`src/rtl/regfile_mp.sv`:
```
// Multi-ported register file: NRD combinational read ports with write-through
// forwarding, two byte-enabled write ports, and a per-register busy
// scoreboard with a registered population count.
module regfile_mp #(
    parameter int unsigned DATA_W   = 32,
    parameter int unsigned ADDR_W   = 5,
    parameter int unsigned NRD      = 2,
    parameter int unsigned ZERO_REG = 1
) (
    input  logic                  clk,
    input  logic                  rst_n,
    input  logic [NRD*ADDR_W-1:0] raddr,
    output logic [NRD*DATA_W-1:0] rdata,
    output logic [NRD-1:0]        rbusy,
    input  logic                  we0,
    input  logic [ADDR_W-1:0]     waddr0,
    input  logic [DATA_W/8-1:0]   wbe0,
    input  logic [DATA_W-1:0]     wdata0,
    input  logic                  we1,
    input  logic [ADDR_W-1:0]     waddr1,
    input  logic [DATA_W/8-1:0]   wbe1,
    input  logic [DATA_W-1:0]     wdata1,
    input  logic                  iss_valid,
    input  logic [ADDR_W-1:0]     iss_addr,
    output logic [ADDR_W:0]       busy_cnt
);

    localparam int DEPTH = 1 << ADDR_W;
    localparam int NB    = DATA_W / 8;
    localparam int CNT_W = ADDR_W + 1;

    logic [DATA_W-1:0] mem_q [DEPTH];
    logic [DATA_W-1:0] mem_d [DEPTH];
    logic [DEPTH-1:0]  busy_q, busy_d;
    logic [CNT_W-1:0]  cnt_q, cnt_d;
    logic              wr0_act, wr1_act;

    // A write with no byte enables set touches neither data nor busy state.
    assign wr0_act = we0 && (|wbe0);
    assign wr1_act = we1 && (|wbe1);

    // Post-write register image; port 1 wins on lanes enabled by both ports.
    always_comb begin
        mem_d = mem_q;
        for (int i = 0; i < DEPTH; i++) begin
            if (!(ZERO_REG != 0 && i == 0)) begin
                for (int b = 0; b < NB; b++) begin
                    if (we1 && waddr1 == ADDR_W'(i) && wbe1[b]) begin
                        mem_d[i][b*8 +: 8] = wdata1[b*8 +: 8];
                    end else if (we0 && waddr0 == ADDR_W'(i) && wbe0[b]) begin
                        mem_d[i][b*8 +: 8] = wdata0[b*8 +: 8];
                    end
                end
            end
        end
    end

    // Scoreboard next state: writes clear, issue sets, set wins a collision.
    always_comb begin
        busy_d = busy_q;
        cnt_d  = '0;
        for (int i = 0; i < DEPTH; i++) begin
            if ((wr0_act && waddr0 == ADDR_W'(i)) || (wr1_act && waddr1 == ADDR_W'(i))) begin
                busy_d[i] = 1'b0;
            end
            if (iss_valid && iss_addr == ADDR_W'(i) && !(ZERO_REG != 0 && i == 0)) begin
                busy_d[i] = 1'b1;
            end
        end
        for (int i = 0; i < DEPTH; i++) begin
            cnt_d = cnt_d + CNT_W'(busy_d[i]);
        end
    end

    // State registers with asynchronous clear.
    always_ff @(posedge clk or negedge rst_n) begin
        if (!rst_n) begin
            mem_q  <= '{default: '0};
            busy_q <= '0;
            cnt_q  <= '0;
        end else begin
            mem_q  <= mem_d;
            busy_q <= busy_d;
            cnt_q  <= cnt_d;
        end
    end

    // Read ports: forwarded data, registered busy; zero in reset and for r0.
    always_comb begin
        rdata = '0;
        rbusy = '0;
        for (int k = 0; k < NRD; k++) begin
            logic [ADDR_W-1:0] ra;
            ra = raddr[k*ADDR_W +: ADDR_W];
            if (rst_n && !(ZERO_REG != 0 && ra == '0)) begin
                rdata[k*DATA_W +: DATA_W] = mem_d[ra];
                rbusy[k]                  = busy_q[ra];
            end
        end
    end

    assign busy_cnt = cnt_q;

endmodule

```
`config.mk`:
```
export PLATFORM = sky130hd
export DESIGN_NAME = regfile_mp
export DESIGN_NICKNAME = d
export VERILOG_FILES = /design/src/rtl/regfile_mp.sv
export SDC_FILE = /design/constraint.sdc
export NUM_CORES = 2
export LEC_CHECK = 0
export ABC_AREA = 1
export BUFFER_PORTS_ARGS = -buffer_cell sky130_fd_sc_hd__buf_2
export CAP_MARGIN = 25
export CORE_ASPECT_RATIO = 1.4
export CORE_MARGIN = 4
export CORE_UTILIZATION = 50
export DETAILED_ROUTE_END_ITERATION = 7
export HOLD_SLACK_MARGIN = 0.15
export PLACE_DENSITY = 0.77
export SYNTH_ARGS = -nofsm -noshare
export SYNTH_HDL_FRONTEND = slang
export SYNTH_SLANG_ARGS = --single-unit
export TNS_END_PERCENT = 30
```
`constraint.sdc`:
```
create_clock -name clk -period 5.9 [get_ports clk]
set_clock_uncertainty 0.2 [all_clocks]
set_input_delay 0 -clock clk [delete_from_list [all_inputs] [get_ports clk]]
set_output_delay 0 -clock clk [all_outputs]
set_load 0.01 [all_outputs]
```
==> reports/qor.yml <==
status: "complete, but fails checks"
violations: "design-rule violations"
required_ps: 5700
die_x_um: 342
num_rows: 171
die_h_um: 475
pre_cts_ws_ps: 55.8
grt_overflow: 0
numPortBuffers: 173
max_freq_mhz: 175
cellPowerDensity_nw_per_um2: 339
antenna_found_initial: 36
critical_path_class: "primary input to output pin"
syn-cell-area_um2: 78000
detail_route.wl_per_cell_um: 29.1
p_leak_nw: 45.0
r2r_slack_ps: 560
r2r_start: "busy_q[17]"
fin_crit_ps: 5710
start_kind: "primary input"
core_area_um2: 155000
die-area_um2: 163000
async_reset_ff_share_pct: 100
cts_sinks: 1030
placed_area_um2: 81000
min_path_type: "primary input to register"
cts-htree-levels: 3
fin_ws_ps: 185
first_iter_violations: 16600
path_max_fanout: 41
routed-via-count: 97200
fin_total_pwr_mw: 29.5
end_kind: "output pin"
grt_use_total_pct: 52.0
insertion_delay_ps: 850
synth_area_per_cell_um2: 6.09
critPathTopFamily: "buffers and inverters"
ys_seq_elements: 1030
irDropWorstVdd_mv: 0.769
hp-start: "wdata0[23]"
placedCellCount: 14500
yosysWarnings: 0
syn2layout_area_growth_pct: 11.7
grt_max_degree: 147
cap_violations: 0
startpoint: "wbe0[3]"
rsz0062_at_grt: "yes"
drive_gt1_share_pct: 6.85
hold_viol: 0
slowest_delay_ps: 760
synth_cell_types: 45
critical_path.cell_chain: "dlygate4sd3_1 -> buf_4 -> buf_4 -> inv_1 -> nor2_1 -> nand2_1 -> dlygate4sd3_1 -> nand2_1 -> dlygate4sd3_1 -> nand2_1 -> dlygate4sd3_1 -> nand2_1 -> nand2_1 -> nand2_1 -> nand3_1 -> nand3_1 -> nand3_1 -> nor2_1 -> buf_2"
cts_setup_buffers: 0
initial_utilization_pct: 50.3
cts_buffer_depth: 3
firstDrtPassIters: 8
ant_nets: 0
synth_edf_count: 0
gp_congestion: 1.06
crit_slowest_cell: "nor2_1"
timing.hold.ws_ps: 147
synth-seq-area-share_pct: 33.0
crit_buf_inv: 8
design_area_um2: 87200
synthCells: 12800
cp_data_arrival_time_ps: 5510
fin_cells: 15000
max-slew-margin-rel_pct: 15.6
nFillCells: 15500
tightest_slew_ps: 1260
grt_pass1_wl_um: 620000
crit_top_cell: "nand2_1"
pin_count: 174
dp_hpwl_um: 279000
clockRootBuffer: "clkbuf_16"
cts_made_buffers: 117
finalSetupViolations: 0
routed_via_density: 6.49
clk_pin_slew_ps: 60
routed_wl_um: 436000
drc: 8
post-route-period-util_pct: 96.9
nets: 12900
slew_viol_final: 0
yosys_most_used_dff: "dfrtp_1"
synth_nets: 12900
cts_tree: "yes"
grt_pass1_vias: 90300
[through the flow]
step           util, %  setup TNS (ps)
2_1_floorplan        -               0
3_3_place_gp      52.2           -10.2
3_5_place_dp      52.2               0
4_1_cts           56.0               0
5_1_grt           56.1           -23.7
6_report          56.2               0
[worst paths after layout]
kind | end | cells past startpoint
worst max-delay path | rdata[24] | 19
worst min-delay path | mem_q[23] | 5
worst max register to register | busy_cnt[4] | 19
worst min register to register | mem_q[734] | 2
max in group asynchronous | mem_q[57] | 5
min in group asynchronous | mem_q[708] | 4
[logic make-up (layout without fill, tap and decap cells)]
kind of cell	after synthesis	count (layout)	share of synthesized area, %
AND/OR/NAND/NOR	9469	9469	53.6
buffers and inverters	1796	1853	8.82
flip-flops	1030	1030	33.0
AO/OA/AOI/OAI	478	478	3.76
adder cells (fa/ha/maj)	31	31	0.728
XOR/XNOR	3	3	0.0337
other	0	32	0
[flip-flops by register name (all words and copies together) (netlist names)]
| name | cells |
|---|---|
| mem_q | 992 |
| busy_q | 32 |
| busy_cnt | 6 |
[Yosys cell counts, types with 96 or more instances]
| master | instances | area share (%) |
|---|---|---|
| nand4_1 | 121 | 0.97 |
| inv_1 | 935 | 4.5 |
| and2_1 | 373 | 3.0 |
| nand3_1 | 3231 | 21 |
| dfrtp_1 | 1030 | 33 |
| nor2_1 | 1028 | 4.9 |
| a21oi_1 | 96 | 0.62 |
| o21ai_0 | 167 | 1.1 |
| buf_1 | 156 | 0.75 |
| clkbuf_1 | 536 | 2.6 |
| o211ai_1 | 114 | 1.1 |
| nand2_1 | 4557 | 22 |
[repair_timing]
item                                   in CTS  in global routing
hold buffers                              170                  0
setup endpoints to repair                   0                 12
resized for setup                           0                  8
endpoints found under the hold margin    1324                  0
[tightest hold or removal path: stages]
cell and delay, ps:
dlygate4sd3_1 530, buf_2 250, nand2_1 110, nand3_1 100, and2_1 150
[layout make-up]
class | instances | area [µm²] | share of cell area, %
Tap cell | 2076 | 2600 | 2.98
Inverter | 1012 | 3830 | 4.40
Sequential cell | 1030 | 25800 | 29.6
Clock inverter | 36 | 487 | 0.558
Timing Repair Buffer | 623 | 5260 | 6.03
Multi-Input combinational cell | 9981 | 45500 | 52.2
Clock buffer | 182 | 3590 | 4.12
Antenna cell | 32 | 80.1 | 0.0919
[power breakdown]
| group | switching [mW] | internal, mW |
|---|---|---|
| Sequential | 0.511 | 8.92 |
| Clock | 3.53 | 4.64 |
| Combinational | 7.68 | 4.27 |
[cells in the final DEF (no fill, tap or decap), types with 51 or more instances in the layout]
cell           synthesis  layout
nand4_2               52      52
o211ai_1             114     114
buf_4                  6     248
inv_1                935     927
inv_2                 50      51
nand4_1              121     121
o21ai_0              167     165
dfrtp_1             1030    1030
nand2_1             4557    4557
nor2_1              1028    1005
clkbuf_16              0     120
dlygate4sd3_1          0     165
a21oi_1               96      96
nand3_1             3231    3231
buf_2                 85     161
and2_1               373     373
[per-layer routing]
metal	up-vias	global-route usage, %	routed length, µm
li1	41300	-	-
met1	44500	59.4	141000
met2	8643	73.8	177000
met3	2730	19.1	64300
met4	14	51.3	53600
met5	-	0	97
(Power assumes the default switching activity.)
